<file path="config.mk">
export PLATFORM = sky130hd
export DESIGN_NAME = fetch_prefetch_unit
export DESIGN_NICKNAME = d
export VERILOG_FILES = /design/src/rtl/fetch_prefetch_unit.sv
export SDC_FILE = /design/constraint.sdc
export NUM_CORES = 1
export LEC_CHECK = 0
export ABC_AREA = 1
export CAP_MARGIN = 20
export CELL_PAD_IN_SITES_DETAIL_PLACEMENT = 1
export CELL_PAD_IN_SITES_GLOBAL_PLACEMENT = 1
export CORE_MARGIN = 1.5
export CORE_UTILIZATION = 45
export CTS_CLUSTER_SIZE = 20
export DETAILED_ROUTE_END_ITERATION = 10
export MAX_ROUTING_LAYER = met4
export PLACE_DENSITY_LB_ADDON = 0.1
export SETUP_SLACK_MARGIN = 0.15
export SYNTH_ARGS = -nofsm -noshare
export SYNTH_HDL_FRONTEND = slang
export SYNTH_SLANG_ARGS = --single-unit
export TNS_END_PERCENT = 30
</file>
<file path="constraint.sdc">
create_clock -name i_clk -period 21.4 [get_ports i_clk]
set_input_delay 4.28 -clock i_clk [delete_from_list [all_inputs] [get_ports i_clk]]
set_output_delay 4.28 -clock i_clk [all_outputs]
set_load 0.1 [all_outputs]
</file>
<file path="src/rtl/fetch_prefetch_unit.sv">
// RV32I fetch stage with a decoupled prefetch queue.
// Sequential word fetches are issued under a credit rule that reserves queue space
// for every in-flight request. Returned words are paired with their PCs and buffered
// in a small FIFO for decode. A flush or branch redirect empties the queue. It also
// marks every still-unreturned response for discard, so decode never sees a stale PC.
// Handshakes: a memory request transfers when o_mem_req & i_mem_gnt. A decode
// transfer happens when o_inst_valid & !i_stall. Both use strict valid/ready rules.
// Valid is never withdrawn by the producer except on redirect or reset, and data is
// held stable while valid and not taken.
module fetch_prefetch_unit #(
   parameter logic [31:0] RESET_PC        = 32'h0000_0000,
   parameter int          QUEUE_DEPTH     = 4,
   parameter int          MAX_OUTSTANDING = 2
) (
   input  logic        i_clk,
   input  logic        i_rst,
   input  logic        i_flush_sig,
   input  logic [31:0] i_flush_data,
   input  logic        i_branch_sig,
   input  logic [31:0] i_branch_data,
   input  logic        i_stall,
   output logic        o_mem_req,
   output logic [31:0] o_mem_addr,
   input  logic        i_mem_gnt,
   input  logic        i_mem_rvalid,
   input  logic [31:0] i_mem_rdata,
   output logic        o_inst_valid,
   output logic [31:0] o_inst,
   output logic [31:0] o_inst_pc
);

   localparam int PW = $clog2(QUEUE_DEPTH);
   localparam int CW = PW + 1;
   localparam int OW = $clog2(MAX_OUTSTANDING) + 1;
   localparam int SW = CW + 1;

   logic          r_run;
   logic [31:0]   r_fetch_pc;
   logic [31:0]   r_resp_pc;
   logic [OW-1:0] r_outst;
   logic [OW-1:0] r_discard;
   logic [31:0]   r_q_inst [QUEUE_DEPTH];
   logic [31:0]   r_q_pc   [QUEUE_DEPTH];
   logic [PW-1:0] r_rd_ptr;
   logic [PW-1:0] r_wr_ptr;
   logic [CW-1:0] r_count;

   logic          w_redirect;
   logic [31:0]   w_sel;
   logic [31:0]   w_target;
   logic          w_credit;
   logic          w_hs;
   logic          w_resp;
   logic          w_drop;
   logic          w_push;
   logic          w_pop;

   assign w_redirect = i_flush_sig | i_branch_sig;
   assign w_sel      = i_flush_sig ? i_flush_data : i_branch_data;
   assign w_target   = w_sel & 32'hFFFF_FFFC;

   // Every in-flight request owns a queue slot, so a response can never overflow.
   assign w_credit = (r_outst < OW'(MAX_OUTSTANDING)) &&
                     ((SW'(r_count) + SW'(r_outst)) < SW'(QUEUE_DEPTH));

   // r_run keeps the request line low during the first cycle after reset.
   assign o_mem_req  = r_run & ~w_redirect & w_credit;
   assign o_mem_addr = r_fetch_pc;
   assign w_hs       = o_mem_req & i_mem_gnt;

   // A response with nothing outstanding is a protocol error and is ignored.
   assign w_resp = i_mem_rvalid & (r_outst != '0);
   assign w_drop = w_resp & (r_discard != '0);
   assign w_push = w_resp & ~w_drop & ~w_redirect;
   assign w_pop  = o_inst_valid & ~i_stall & ~w_redirect;

   assign o_inst_valid = (r_count != '0);
   assign o_inst       = r_q_inst[r_rd_ptr];
   assign o_inst_pc    = r_q_pc[r_rd_ptr];

   // Fetch/response PCs, outstanding request count and discard count for squashed responses.
   always_ff @(posedge i_clk) begin
      if (i_rst) begin
         r_run      <= 1'b0;
         r_fetch_pc <= RESET_PC;
         r_resp_pc  <= RESET_PC;
         r_outst    <= '0;
         r_discard  <= '0;
      end else begin
         r_run <= 1'b1;
         if (w_redirect) begin
            r_fetch_pc <= w_target;
            r_resp_pc  <= w_target;
            r_outst    <= r_outst - OW'(w_resp);
            r_discard  <= r_outst - OW'(w_resp);
         end else begin
            if (w_hs) begin
               r_fetch_pc <= r_fetch_pc + 32'd4;
            end
            if (w_push) begin
               r_resp_pc <= r_resp_pc + 32'd4;
            end
            r_outst <= r_outst + OW'(w_hs) - OW'(w_resp);
            if (w_drop) begin
               r_discard <= r_discard - OW'(1);
            end
         end
      end
   end

   // Prefetch FIFO. A redirect empties it. Push and pop may coincide even when full.
   always_ff @(posedge i_clk) begin
      if (i_rst) begin
         r_rd_ptr <= '0;
         r_wr_ptr <= '0;
         r_count  <= '0;
         for (int k = 0; k < QUEUE_DEPTH; k++) begin
            r_q_inst[k] <= '0;
            r_q_pc[k]   <= '0;
         end
      end else if (w_redirect) begin
         r_rd_ptr <= '0;
         r_wr_ptr <= '0;
         r_count  <= '0;
      end else begin
         if (w_push) begin
            r_q_inst[r_wr_ptr] <= i_mem_rdata;
            r_q_pc[r_wr_ptr]   <= r_resp_pc;
            r_wr_ptr           <= r_wr_ptr + PW'(1);
         end
         if (w_pop) begin
            r_rd_ptr <= r_rd_ptr + PW'(1);
         end
         r_count <= r_count + CW'(w_push) - CW'(w_pop);
      end
   end

endmodule

</file>
# After elaboration in Yosys (flattened, before gate mapping)
# Memory sizes are Yosys's and may differ from the RTL's. A register that Yosys moved wholly into a read port is not among the register bits.
# Cells that the tools add are included.
op_classes:
  add_sub_neg: 11
  order_cmp: 2
  muxes: 25
  bitwise: 13
  n_reduce_logical: 10
ops:
  columns: ["operator", "count"]
  rows:
  - ["$mux 32", 7]
  - ["$add 32x3->32 const B", 2]
  - ["$reduce_or 32->1", 2]
  - ["$mux 2", 9]
  - ["$reduce_bool 2->1", 5]
  - ["$and 1x1->1", 9]
  - ["$mux 1", 9]
  - ["$add 2x1->2 const B", 2]
  - ["$add 3x2->4", 1]
  - ["$lt 4x3->1 const B", 1]
  - ["$sub 2x1->2", 2]
  - ["$add 3x1->3", 1]
  - ["$not 1->1", 3]
  - ["$reduce_bool 3->1", 1]
  - ["$sub 3x1->3", 1]
  - ["$add 2x1->2", 1]
  - ["$lt 2x2->1 const B", 1]
  - ["$reduce_or 2->1", 1]
  - ["$sub 2x1->2 const B", 1]
  - ["$logic_and 1x1->1", 1]
  - ["$or 1x1->1", 1]
word_totals:
  ff_bits: 76
  mem_bits_rw: 256
  inputBits: 103
  n_memories: 2
memory_table:
  columns: ["memory", "depth", "word_bits", "rd", "rd_clocked_by_memory_dff", "wr", "line_no", "source"]
  rows:
  - ["r_q_inst", 4, 32, 1, 1, 4, "42", "logic [31:0] r_q_inst [QUEUE_DEPTH];"]
  - ["r_q_pc", 4, 32, 1, 1, 4, "43", "logic [31:0] r_q_pc [QUEUE_DEPTH];"]

# Depth between registers and ports, before layout
depth:
  depth_word: 12
  depth_mapped: 13
  mapped_depth_nobuf: 13

# Worst setup path before layout
# Ideal clock, no wire load.
synth_path:
  path_kind: "input to register"
  from: "input port i_mem_rvalid"
  to: "memory r_q_inst[3][0], enable pin"
  setup_ps: 568
  t_arrival_ps: 9292
  required_ps: 20832
  slack_ps: 11541
  stages: 6
  n_path_buf: 0
  cell_sequence: "o21ai_0 inv_1 nand2_1 nor2_1 nand2_1 o21ai_0"
synth_rtl:
  columns: ["item", "line_no", "source"]
  rows:
  - ["from (decl)", "25", "input logic i_mem_rvalid,"]
  - ["to (decl)", "42", null]

# Final worst setup path
layout_path:
  from: "input port i_branch_sig"
  to: "output port o_mem_req"
layout_via:
  elab_chain_len: 4
layout_lines:
  columns: ["item", "line_no", "source"]
  rows:
  - ["from (decl)", "19", "input logic i_branch_sig,"]
  - ["$or 1x1->1", "58", "assign w_redirect = i_flush_sig | i_branch_sig;"]
  - ["$not 1->1", "67", "assign o_mem_req = r_run & ~w_redirect & w_credit;"]
  - ["$and 1x1->1 (2 in a row)", "67", null]
  - ["to (decl)", "22", "output logic o_mem_req,"]
# No other way between the ends.

==> results.tsv <==
stage	metric	value	unit
synthesis	synth cell count leaders	nor2_1 (477), nand2_1 (270), edfxtp_1 (248), o21ai_0 (219), inv_1 (163)	
hold_path	worst hold start	r_rd_ptr[1]	
clock_tree	clk sink count	322	
worst_setup_path	Worst setup EP type	output pin	
synthesis	Netlist cell types	38	
clock_tree	CTS Buf Count	36	
global_route	initial antenna violation count	0	
die	num ports	201	
synthesis	cells after synthesis	1902	
power	Clock power frac	40.6	%
global_route	largest net degree at the start of global routing	65	
sta	maximum clock rate	87.82	MHz
routing	wire length per cell	20.19	um
worst_setup_path	WP data arrival	7110	ps
clock_tree	htree depth	2	
job	maxcap violations	0	
die	Placeable Area	34710	sq um
routing	1st-iter DRT viols	766	
worst_setup_path	R2R Path Start	r_outst[1]	
global_route	first-pass GRT wire length	79.60	mm
clock_tree	cts hold-fix bufs	0	
synthesis	Async SR Flop Fraction	0	%
power	P_sw	438.5	uW
sta	relative slew slack	27.96	%
sta	fin crit share	53.21	%
sta	Slew Viols, Final	0	
global_route	vias in the first global route	14790	
power	Net Sw Frac	27.64	%
placed_design	Cells after DPL	2460	
die	initial core utilization	45.95	%
sta	RSZ-0062 raised after global routing	no	
sta	fin crit period	11390	ps
finish	Final nets	2156	
die	Die H	191.3	um
clock_tree	post-CTS setup buffers	0	
worst_setup_path	Critical Path Fanout Max	47	
power	Comb pwr share	13.8	%
status	status	complete, no violations	
sta	setup TNS	0	ps
finish	share of layout cells above drive strength 1	5.700	%
finish	final core utilization	55.75	%
finish	fill count	4137	
finish	Antenna Cells	0	
power	Cell Int Power	1148	uW
synthesis	Mean Syn Cell Area	8.387	sq um
worst_setup_path	R2R cell count	9	
die	row count	68	
routing	antenna viol nets, final	0	
synthesis	main flop type after synthesis	edfxtp_1	
power	PD cells	81.98	nW/um^2
synthesis	share of the synthesized area in the top cell type	46.69	%
placed_design	Post-DP Area	18130	sq um
die	die area	36590	sq um
hold_path	Hold WC Path Type	flop to flop	
synthesis	post-synthesis register bit count	322	
routing	DRT Pass-1 Iters	5	
sta	Tightest Pin Transition	1077	ps
synthesis	Seq/Total Area, Yosys	55.97	%
sta	Clock Skews	15.36	ps
clock_tree	post-cts sizing count	0	
worst_setup_path	Setup crit start kind	primary input	
synthesis	count leader, synth	nor2_1	
clock_tree	CTS Buffer Depth	3	
worst_setup_path	WP data required	17120	ps
routing	via count	13930	
sta	Hold Fails Final Rpt	0	
clock_tree	CTS tree	done	
clock_tree	Root Buffer	clkbuf_16	
power	sequential share of power	45.6	%
clock_tree	Worst-path clk slew	50	ps
power	P_leak	0.007322	uW
worst_setup_path	r2r endpoint	r_q_pc[1][24]	
sta	Setup-failing EPs final	0	
finish	synthesis-to-layout area growth	21.31	%
placed_design	Detail Placement HPWL	32.55	mm
clock_tree	Worst-Skew Late Latency	520	ps
global_route	Overflow after GRT	0	
synthesis	warnings from Yosys	0	
worst_setup_path	Reg2Reg Setup Slack	17700	ps
routing	vias per inst	5.516	
placed_design	Buffers on Ports	192	
global_route	Total Routing Usage GR	28.90	%
routing	DRC	0	
synthesis	Area contributors post-synth	edfxtp_1 (47%), nor2_1 (11%), dfxtp_1 (9.3%), o21ai_0 (6.9%), nand2_1 (6.4%)	
synthesis	cell taking the most area after synthesis	edfxtp_1	
routing	final wirelength	50.98	mm
finish	Non-Filler Instances	2525	
power	VDD IR max	0.00005289	V
synthesis	Post-synth EDFFs	248	
synthesis	Post-Syn Area	15950	sq um
hold_path	Hold Path Cell Cnt	2	
placed_design	routability cong.	0.8998	
die	Die X	191.3	um
finish	fin area	19350	sq um
worst_setup_path	critical path type	primary input to output pin	
==> power by group through the flow <==
| stage | combinational, uW | clock [uW] | sequential, uW |
|---|---|---|---|
| 2_1_floorplan | 113 | 0 | 765 |
| 3_3_place_gp | 215 | 0 | 734 |
| 3_5_place_dp | 219 | 0 | 735 |
| 4_1_cts | 220 | 654 | 722 |
| 5_1_grt | 233 | 675 | 726 |
| 6_report | 219 | 645 | 723 |
==> cell families after synthesis <==
group                      share of synthesized area, %
adders and majority gates                        0.8315
other                                           0.02351
AOI/OAI and AO/OA                                 11.99
and+or+nand+nor                                   23.66
xor gates and xnor gates                         0.4393
buffers and inverters                             7.075
DFF                                               55.97
==> flip-flops by register name (all words and copies together), names as in the netlist, named ones only <==
signal      count
o_mem_addr     30
r_count         3
r_discard       2
r_outst         2
r_q_inst      128
r_q_pc        120
r_rd_ptr        2
r_resp_pc      30
r_run           1
r_wr_ptr        2
==> metal layers <==
layer	vias up	wire, um	global-route usage (%)
met5	-	0	-
met4	0	1528	9.736
met3	78	2412	3.635
met2	384	25350	49.71
met1	6852	21680	35.13
li1	6614	-	-
==> critical path: stages <==
cell,delay (ps)
clkdlybuf4s50_1,660
nor2_8,680
nand3_1,170
nor2_2,160
clkdlybuf4s50_1,1150
==> worst max path at each step <==
stage,cells after the start,to,slack (ps),from
floorplan,6,r_q_inst[3][0],11540,i_mem_rvalid
global placement,5,o_mem_req,10010,i_branch_sig
detailed placement,5,o_mem_req,10010,i_branch_sig
CTS,5,o_mem_req,10000,i_branch_sig
global route,5,o_mem_req,9870,i_branch_sig
finish,5,o_mem_req,10010,i_branch_sig
==> metrics by stage <==
stage          power (uW)  setup slack, ps  hold WS [ps]
6_report             1586            10010         455.6
5_1_grt              1634             9871         504.7
4_1_cts              1596            10000         462.8
3_5_place_dp        953.9            10010         454.2
3_3_place_gp        948.6            10010         444.7
2_1_floorplan       878.7            11540         435.6
==> cells in the final DEF, fill, tap and decap left out, drive strengths merged, types with 2 or more instances in the layout <==
| cell | n |
|---|---|
| buf | 16 |
| dfxtp | 74 |
| o211ai | 2 |
| inv | 167 |
| o21bai | 5 |
| clkinv | 15 |
| conb | 4 |
| edfxtp | 248 |
| xor2 | 7 |
| clkinvlp | 2 |
| ha | 9 |
| a31oi | 5 |
| nor2 | 507 |
| o22ai | 62 |
| bufinv | 6 |
| nor3 | 65 |
| nand3 | 75 |
| a21oi | 63 |
| nand3b | 3 |
| nand2 | 273 |
| clkbuf | 43 |
| o21ai | 220 |
| clkdlybuf4s50 | 192 |
==> final cells by class <==
class                   count  area, sq um  area share [%]
clock buffers              43        947.2           4.895
clock inverters            22        274.0           1.416
inverters                 168        635.6           3.285
multi-input cells        1307         5949           30.74
flip-flops and latches    322         8934           46.17
well taps                 455        569.3           2.942
repair buffers            208         2042           10.55
Note: power is estimated with default switching activity, not from simulation.
